### src/rtl/rom_burst_reader.sv
// Four-channel burst reader for a 4-port ROM with a registered 1-cycle read.
// Optional per-channel response-word counters are enabled with ROM_BURST_STAT_EN.
module rom_burst_reader #(
    parameter int unsigned ADDR_W = 3,
    parameter int unsigned DATA_W = 8
) (
    input  logic              clk,
    input  logic              rst,
    input  logic              req_valid1,
    output logic              req_ready1,
    input  logic [ADDR_W-1:0] req_addr1,
    input  logic [2:0]        req_len1,
    output logic              rsp_valid1,
    input  logic              rsp_ready1,
    output logic [DATA_W-1:0] rsp_data1,
    output logic              rsp_last1,
    output logic [ADDR_W-1:0] rom_addr1,
    input  logic [DATA_W-1:0] rom_data1,
    input  logic              req_valid2,
    output logic              req_ready2,
    input  logic [ADDR_W-1:0] req_addr2,
    input  logic [2:0]        req_len2,
    output logic              rsp_valid2,
    input  logic              rsp_ready2,
    output logic [DATA_W-1:0] rsp_data2,
    output logic              rsp_last2,
    output logic [ADDR_W-1:0] rom_addr2,
    input  logic [DATA_W-1:0] rom_data2,
    input  logic              req_valid3,
    output logic              req_ready3,
    input  logic [ADDR_W-1:0] req_addr3,
    input  logic [2:0]        req_len3,
    output logic              rsp_valid3,
    input  logic              rsp_ready3,
    output logic [DATA_W-1:0] rsp_data3,
    output logic              rsp_last3,
    output logic [ADDR_W-1:0] rom_addr3,
    input  logic [DATA_W-1:0] rom_data3,
    input  logic              req_valid4,
    output logic              req_ready4,
    input  logic [ADDR_W-1:0] req_addr4,
    input  logic [2:0]        req_len4,
    output logic              rsp_valid4,
    input  logic              rsp_ready4,
    output logic [DATA_W-1:0] rsp_data4,
    output logic              rsp_last4,
    output logic [ADDR_W-1:0] rom_addr4,
    input  logic [DATA_W-1:0] rom_data4
`ifdef ROM_BURST_STAT_EN
    ,
    input  logic              stat_clr,
    output logic [15:0]       stat_words1,
    output logic [15:0]       stat_words2,
    output logic [15:0]       stat_words3,
    output logic [15:0]       stat_words4
`endif
);

    localparam int unsigned NCH   = 4;
    localparam int unsigned LEN_W = 3;
    localparam int unsigned OCC_W = 2;
    localparam int unsigned DEPTH = 3;
    localparam int unsigned ENT_W = DATA_W + 1;

    typedef enum logic {IDLE, BURST} state_t;

    logic [NCH-1:0]    req_valid_a, req_ready_a, rsp_valid_a, rsp_ready_a, rsp_last_a, pop_a;
    logic [ADDR_W-1:0] req_addr_a [NCH];
    logic [LEN_W-1:0]  req_len_a  [NCH];
    logic [DATA_W-1:0] rsp_data_a [NCH];
    logic [ADDR_W-1:0] rom_addr_a [NCH];
    logic [DATA_W-1:0] rom_data_a [NCH];

    assign req_valid_a = {req_valid4, req_valid3, req_valid2, req_valid1};
    assign rsp_ready_a = {rsp_ready4, rsp_ready3, rsp_ready2, rsp_ready1};
    assign req_addr_a[0] = req_addr1;
    assign req_addr_a[1] = req_addr2;
    assign req_addr_a[2] = req_addr3;
    assign req_addr_a[3] = req_addr4;
    assign req_len_a[0]  = req_len1;
    assign req_len_a[1]  = req_len2;
    assign req_len_a[2]  = req_len3;
    assign req_len_a[3]  = req_len4;
    assign rom_data_a[0] = rom_data1;
    assign rom_data_a[1] = rom_data2;
    assign rom_data_a[2] = rom_data3;
    assign rom_data_a[3] = rom_data4;

    assign {req_ready4, req_ready3, req_ready2, req_ready1} = req_ready_a;
    assign {rsp_valid4, rsp_valid3, rsp_valid2, rsp_valid1} = rsp_valid_a;
    assign {rsp_last4,  rsp_last3,  rsp_last2,  rsp_last1}  = rsp_last_a;
    assign rsp_data1 = rsp_data_a[0];
    assign rsp_data2 = rsp_data_a[1];
    assign rsp_data3 = rsp_data_a[2];
    assign rsp_data4 = rsp_data_a[3];
    assign rom_addr1 = rom_addr_a[0];
    assign rom_addr2 = rom_addr_a[1];
    assign rom_addr3 = rom_addr_a[2];
    assign rom_addr4 = rom_addr_a[3];

    for (genvar g = 0; g < NCH; g++) begin : g_ch
        state_t            state_q, state_d;
        logic [ADDR_W-1:0] addr_cnt;
        logic [LEN_W-1:0]  rem;
        logic              pend, last_d;
        logic              issue_c, accept_c, ready_c, credit_ok_c, push_c, pop_c;
        logic [OCC_W-1:0]  occ, wr_ptr, rd_ptr;
        logic [ENT_W-1:0]  mem [DEPTH];

        // Credit: buffered words plus the one in flight must leave room in the FIFO
        assign credit_ok_c = ({1'b0, occ} + {2'b00, pend}) < 3'd3;

        always_ff @(posedge clk) begin
            if (rst) state_q <= IDLE;
            else     state_q <= state_d;
        end

        always_comb begin
            state_d = state_q;
            case (state_q)
                IDLE:    if (req_valid_a[g]) state_d = BURST;
                BURST:   if (credit_ok_c && rem == '0) state_d = IDLE;
                default: state_d = IDLE;
            endcase
        end

        always_comb begin
            ready_c  = 1'b0;
            issue_c  = 1'b0;
            ready_c  = (state_q == IDLE) && !rst;
            issue_c  = (state_q == BURST) && credit_ok_c;
            accept_c = ready_c && req_valid_a[g];
        end

        // Address counter, remaining count and the in-flight ROM read tag
        always_ff @(posedge clk) begin
            if (rst) begin
                addr_cnt <= '0;
                rem      <= '0;
                pend     <= 1'b0;
                last_d   <= 1'b0;
            end else begin
                pend   <= issue_c;
                last_d <= issue_c && (rem == '0);
                if (accept_c) begin
                    addr_cnt <= req_addr_a[g];
                    rem      <= req_len_a[g];
                end else if (issue_c) begin
                    addr_cnt <= addr_cnt + ADDR_W'(1);
                    rem      <= rem - LEN_W'(1);
                end
            end
        end

        assign push_c = pend;
        assign pop_c  = (occ != '0) && rsp_ready_a[g];

        // 3-entry in-order response FIFO; head drives the response outputs
        always_ff @(posedge clk) begin
            if (rst) begin
                occ    <= '0;
                wr_ptr <= '0;
                rd_ptr <= '0;
                for (int k = 0; k < int'(DEPTH); k++) mem[k] <= '0;
            end else begin
                if (push_c) begin
                    mem[wr_ptr] <= {last_d, rom_data_a[g]};
                    wr_ptr      <= (wr_ptr == OCC_W'(DEPTH - 1)) ? '0 : wr_ptr + OCC_W'(1);
                end
                if (pop_c) rd_ptr <= (rd_ptr == OCC_W'(DEPTH - 1)) ? '0 : rd_ptr + OCC_W'(1);
                case ({push_c, pop_c})
                    2'b10:   occ <= occ + OCC_W'(1);
                    2'b01:   occ <= occ - OCC_W'(1);
                    default: occ <= occ;
                endcase
            end
        end

        assign req_ready_a[g] = ready_c;
        assign rom_addr_a[g]  = addr_cnt;
        assign rsp_valid_a[g] = (occ != '0);
        assign {rsp_last_a[g], rsp_data_a[g]} = mem[rd_ptr];
        assign pop_a[g] = pop_c;
    end

`ifdef ROM_BURST_STAT_EN
    logic [15:0] stat_q [NCH];

    // Saturating popped-word counters; clear dominates a same-cycle pop
    always_ff @(posedge clk) begin
        for (int i = 0; i < int'(NCH); i++) begin
            if (rst || stat_clr)                     stat_q[i] <= '0;
            else if (pop_a[i] && stat_q[i] != 16'hFFFF) stat_q[i] <= stat_q[i] + 16'd1;
        end
    end

    assign stat_words1 = stat_q[0];
    assign stat_words2 = stat_q[1];
    assign stat_words3 = stat_q[2];
    assign stat_words4 = stat_q[3];
`else
    logic unused_pop;
    assign unused_pop = ^pop_a;
`endif

endmodule

### config.mk
export PLATFORM = sky130hd
export DESIGN_NAME = rom_burst_reader
export DESIGN_NICKNAME = d
export VERILOG_FILES = /design/src/rtl/rom_burst_reader.sv
export SDC_FILE = /design/constraint.sdc
export NUM_CORES = 1
export LEC_CHECK = 0
export ABC_AREA = 1
export BUFFER_PORTS_ARGS = -buffer_cell sky130_fd_sc_hd__clkbuf_2
export CORE_MARGIN = 4
export CORE_UTILIZATION = 55
export CTS_BUF_LIST = sky130_fd_sc_hd__clkbuf_4 sky130_fd_sc_hd__clkbuf_8
export DETAILED_ROUTE_END_ITERATION = 6
export MAX_ROUTING_LAYER = met4
export PLACE_DENSITY = 0.83
export SYNTH_ARGS = -nofsm -noshare
export SYNTH_HDL_FRONTEND = slang
export SYNTH_SLANG_ARGS = --single-unit
### constraint.sdc
create_clock -name clk -period 2.85 [get_ports clk]
set_clock_uncertainty 0.05 [all_clocks]
set_input_delay 0.1425 -clock clk [delete_from_list [all_inputs] [get_ports clk]]
set_output_delay 0.1425 -clock clk [all_outputs]
set_load 0.01 [all_outputs]
* Yosys cells after proc, flatten, opt, wreduce, memory -nomap -nowiden
Memory sizes are Yosys's and may differ from the RTL's. A register that Yosys moved wholly into a read port is not among the register bits.
Index checks and enable logic that the tools add are counted.
** Word-level totals
- RAM bits :: 108
- Register bits after elaboration :: 60
- Logic and storage cells :: 207
- Memories kept :: 4
** Operators by class
- Reduce and logical (&&, ||, !) cells :: 45
- Order comparisons :: 4
- Mux-type cells :: 74
- $add $sub $neg :: 28
- Bitwise operators :: 4
- Eq/ne operators :: 16
** Memories
- g_ch[0].mem :: depth 3, width 9, rd ports 1, clocked after Yosys merged registers in 1, write ports 3, line 108 : logic [ENT_W-1:0] mem [DEPTH];
- g_ch[1].mem :: depth 3, width 9, rd ports 1, clocked after Yosys merged registers in 1, write ports 3, line 108
- g_ch[2].mem :: depth 3, width 9, rd ports 1, clocked after Yosys merged registers in 1, write ports 3, line 108
- g_ch[3].mem :: depth 3, width 9, rd ports 1, clocked after Yosys merged registers in 1, write ports 3, line 108
** Operators by type and width (number)
- $mux W3 :: 16
- $mux W2 :: 20
- $mux W9 :: 4
- $reduce_or A9 Y1 :: 4
- $mux W1 :: 26
- $add A2 B1 Y2 const B :: 12
- $eq A2 B2 Y1 const B :: 12
- $logic_and A1 B1 Y1 :: 24
- $reduce_bool A2 Y1 :: 12
- $pmux W2 S2 :: 4
- $add A2 B1 Y3 :: 4
- $add A3 B1 Y3 const B :: 4
- $logic_not A3 Y1 :: 4
- $lt A3 B2 Y1 const B :: 4
- $sub A3 B1 Y3 const B :: 4
- $eq A2 B1 Y1 const B :: 4
- $pmux W1 S2 :: 4
- $sub A2 B1 Y2 const B :: 4
- $not A1 Y1 :: 4
- $logic_not A1 Y1 :: 1

* Depth between registers and ports, before layout
- Word-level depth :: 5
- Gate-level depth with buffers :: 9
- Mapped depth without buffers :: 9

* Worst setup path after synthesis
No wires, ideal clock.
- Path kind :: in2reg
- Start point :: in rst
- End point :: mem g_ch[1].mem[3][0] (netlist bit), enable pin
- Cell stages on the path :: 3
- Arrival :: 1.477 ns
- Required time :: 2.401 ns
- Buffers on the path :: 2
- Library setup time :: 0.399 ns
- Path slack :: 0.924 ns
- Cells stage by stage :: buf_6 > buf_6 > nor4_1
** RTL lines
- from (decl) :: line 8 : input logic rst,
- to (decl) :: line 108

==> qor.yml <==
sta:
  whs_ns: 0.0393
  finalCritPeriodShare_pct: 74.7
  drv_slew: 0
  maxSlewHeadroom_pct: 55.0
  rsz0062_at_grt: "no"
  setup_tns_ns: 0
  setup_ws_ns: 0.720
  fmax_mhz: 470
  period_needed_ns: 2.13
  tightestPinTransition_ns: 0.674
  finalHoldViolCount: 0
  finalSetupViolCount: 0
logic_synthesis:
  ys_seq_elements: 212
  ys_warn_count: 0
  yosys.cell_types.count: 34
  synthCells: 981
  syn_area_um2: 9460
  synth_fp_nets: 1071
  synth-seq-area-share_pct: 60.1
  synth.avg_cell_area_um2: 9.64
  synth_top_area_share_pct: 45.7
  synthTopCellsByArea: "edfxtp_1, dfxtp_1, nor2_1"
  yosys.area.top_type: "edfxtp_1"
routing:
  drtPass1Iterations: 5
  totalWireLength_mm: 21.6
  vias: 7551
  vias_per_cell: 5.30
  first_iter_violations: 459
  drc: 0
  wire_per_inst_um: 15.2
  drtAntennaViolNets: 0
floorplanning:
  fp.dieH_um: 139
  ios: 122
  die_area_um2: 19400
  core-area_um2: 16700
  fp-row-count: 47
  die-width_um: 139
  start_util_pct: 56.6
layout:
  final_nets: 1270
  regArea_um2: 5690
  design_area_um2: 11600
  fill_cells: 1247
  drive_above_1_share_pct: 19.7
  diodes: 0
  multi_input_area_um2: 3190
  area_delta_synth_final_pct: 23.0
placement:
  place_ws_ns: 0.766
  port_buffers: 121
  place_area_um2: 10200
  hpwl_mm: 14.2
  gp_congestion: 0.857
critical_path:
  cp-start-kind: "flop"
  crit_buf_inv: 3
  worstPathRequired_ns: 2.66
  critical_path_class: "reg2out"
  max_stage_delay_ns: 0.39
  slowest_stage: "inv_1"
  cp_top_family: "buffers and inverters"
  end_kind: "primary output"
  critical_path.cell_chain: "buf_4 > inv_1 > o21ai_0 > o22ai_1 > clkbuf_2"
  cp.arrival_ns: 1.94
  critical_path.max_fanout: 19
pwr:
  switching_share_pct: 28.0
  total_leakage_power_nw: 5.10
  combPwrFrac_pct: 18.3
  internal_power_mw: 5.74
  pwr-share-clk_pct: 36.1
  finalPower_mw: 7.96
  p_switching_mw: 2.23
  p_per_area_nw_per_um2: 685
  vdd_drop_max_mv: 0.456
  p_seq_share_pct: 45.6
clock_tree:
  ctsHtreeMaxLevel: 2
  numCtsBuffers: 36
  clockBufferDepth: 3
  cts.sink_count: 212
  cts_root_buffer: "clkbuf_8"
  clkTransAtPathRegs_ns: 0.06
  cts_resized: 0
  cts_tree: "built"
  clk_latency_ns: 0.50
grt:
  track_usage_pct: 22.6
  grt_overflow: 0
  antenna_found_initial: 0
  grt_first_pass_wirelength_mm: 35.4
  grt_pass1_vias: 7549
  grt_max_degree: 35
min_path:
  hold_path.class: "in2reg"
job:
  maxCapViolations: 0
run_status:
  run_status: "finished, final reports clean"
## timing repair
action	CTS	global route
hold endpoints to repair	166	0
setup buffers	0	0
hold buffers	62	0
## cell families (layout without fill, tap and decap cells)
kind of cell,after synthesis,in the layout,synth area share [%]
compound gates,165,165,9.54
xor+xnor,1,1,0.0926
fa+ha+maj,24,24,3.18
buf+inv,138,363,6.23
flops,212,212,60.1
simple gates,441,441,20.8
## flip-flops by register name, indices dropped and copies added (netlist names), 4 cells and up, named ones only
register      count
g_ch.rd_ptr       8
g_ch.rem         12
g_ch.last_d       4
g_ch.occ          8
g_ch.wr_ptr       8
g_ch.pend         4
g_ch.state_q      4
g_ch.mem        144
## cell usage in the layout, fill, tap and decap left out, drive strengths merged
master and count:
nand3b 1, or2 4, nor3 3, nor4 4, o31ai 6, bufinv 2
o21ai 107, o22ai 36, ha 24, inv 105, nand3 41, nand2 101
nand4 8, buf 11, o211a 1, edfxtp 144, clkbuf 175, dfxtp 68
nor2 279, dlygate4sd3 62, xor2 1, a21oi 15, clkinv 8
## layout make-up
cell class                 instances  area share (%)
clock inverter                    10           0.839
tap                              220            2.37
timing repair buffer             194            11.3
sequential                       212            48.9
clock buffer                      54            5.80
multi-input combinational        631            27.5
inverter                         105            3.39
## per-layer routing
metal	share of wire, %	routed length (um)	track usage [%]	vias up
met3	5.8	1250	4.14	47
li1	-	-	-	3704
met4	2.4	527	6.95	0
met5	0	0	-	-
met1	41	8890	27.5	3533
met2	51	11000	38.6	267
## stage by stage
step | util (%) | instances
floorplan | - | 981
global placement | 61.3 | 1300
detailed placement | 61.3 | 1300
CTS | 69.6 | 1426
global route | 69.6 | 1426
finish | 69.6 | 1426
## cells in the mapped netlist
cell,number
buf_4,1
nor2_4,1
a21oi_1,12
ha_1,24
nor2_2,6
nor2_8,4
nand3_1,33
inv_2,6
nand3b_1,1
o31ai_1,6
xor2_1,1
nand2_4,6
buf_6,5
o211a_1,1
a21oi_2,3
nor4_1,4
inv_1,99
nand2_8,2
dfxtp_1,68
nand2_1,92
buf_2,24
nand3_4,1
o21ai_0,104
or2_2,4
edfxtp_1,144
nand2_2,1
clkbuf_1,1
nand3_2,7
nor2_1,268
buf_1,2
o21ai_1,3
nand4_1,8
o22ai_1,36
nor3_1,3
## power groups by stage
stage	Sequential (mW)	Combinational (mW)	Clock (mW)
after floorplan	3.66	0.929	0
after global placement	3.68	1.33	0
after detailed placement	3.69	1.38	0
after CTS	3.63	1.45	2.92
after global routing	3.66	1.63	3.07
final	3.63	1.46	2.88
## path summary, 6_finish.rpt
kind / startpoint / endpoint / slack (ns) / depth (start not counted)
max reg2reg: g_ch[2].pend$_SDFF_PP0_ / g_ch[2].mem[0][7]$_SDFFCE_PN0P_ / 0.95 / 4
min reg2reg: g_ch[0].last_d$_SDFF_PP0_ / g_ch[0].mem[3][8]$_DFFE_PP_ / 0.38 / 0
max: flop / rsp_last4 / 0.72 / 5
min: req_valid2 / g_ch[1].state_q$_SDFF_PP0_ / 0.04 / 3
## tightest hold or removal path, stage by stage
cell	delay [ns]
clkbuf_2	0.20
o21ai_0	0.11
nor2_1	0.10
Note: power is estimated with default switching activity, not from simulation.
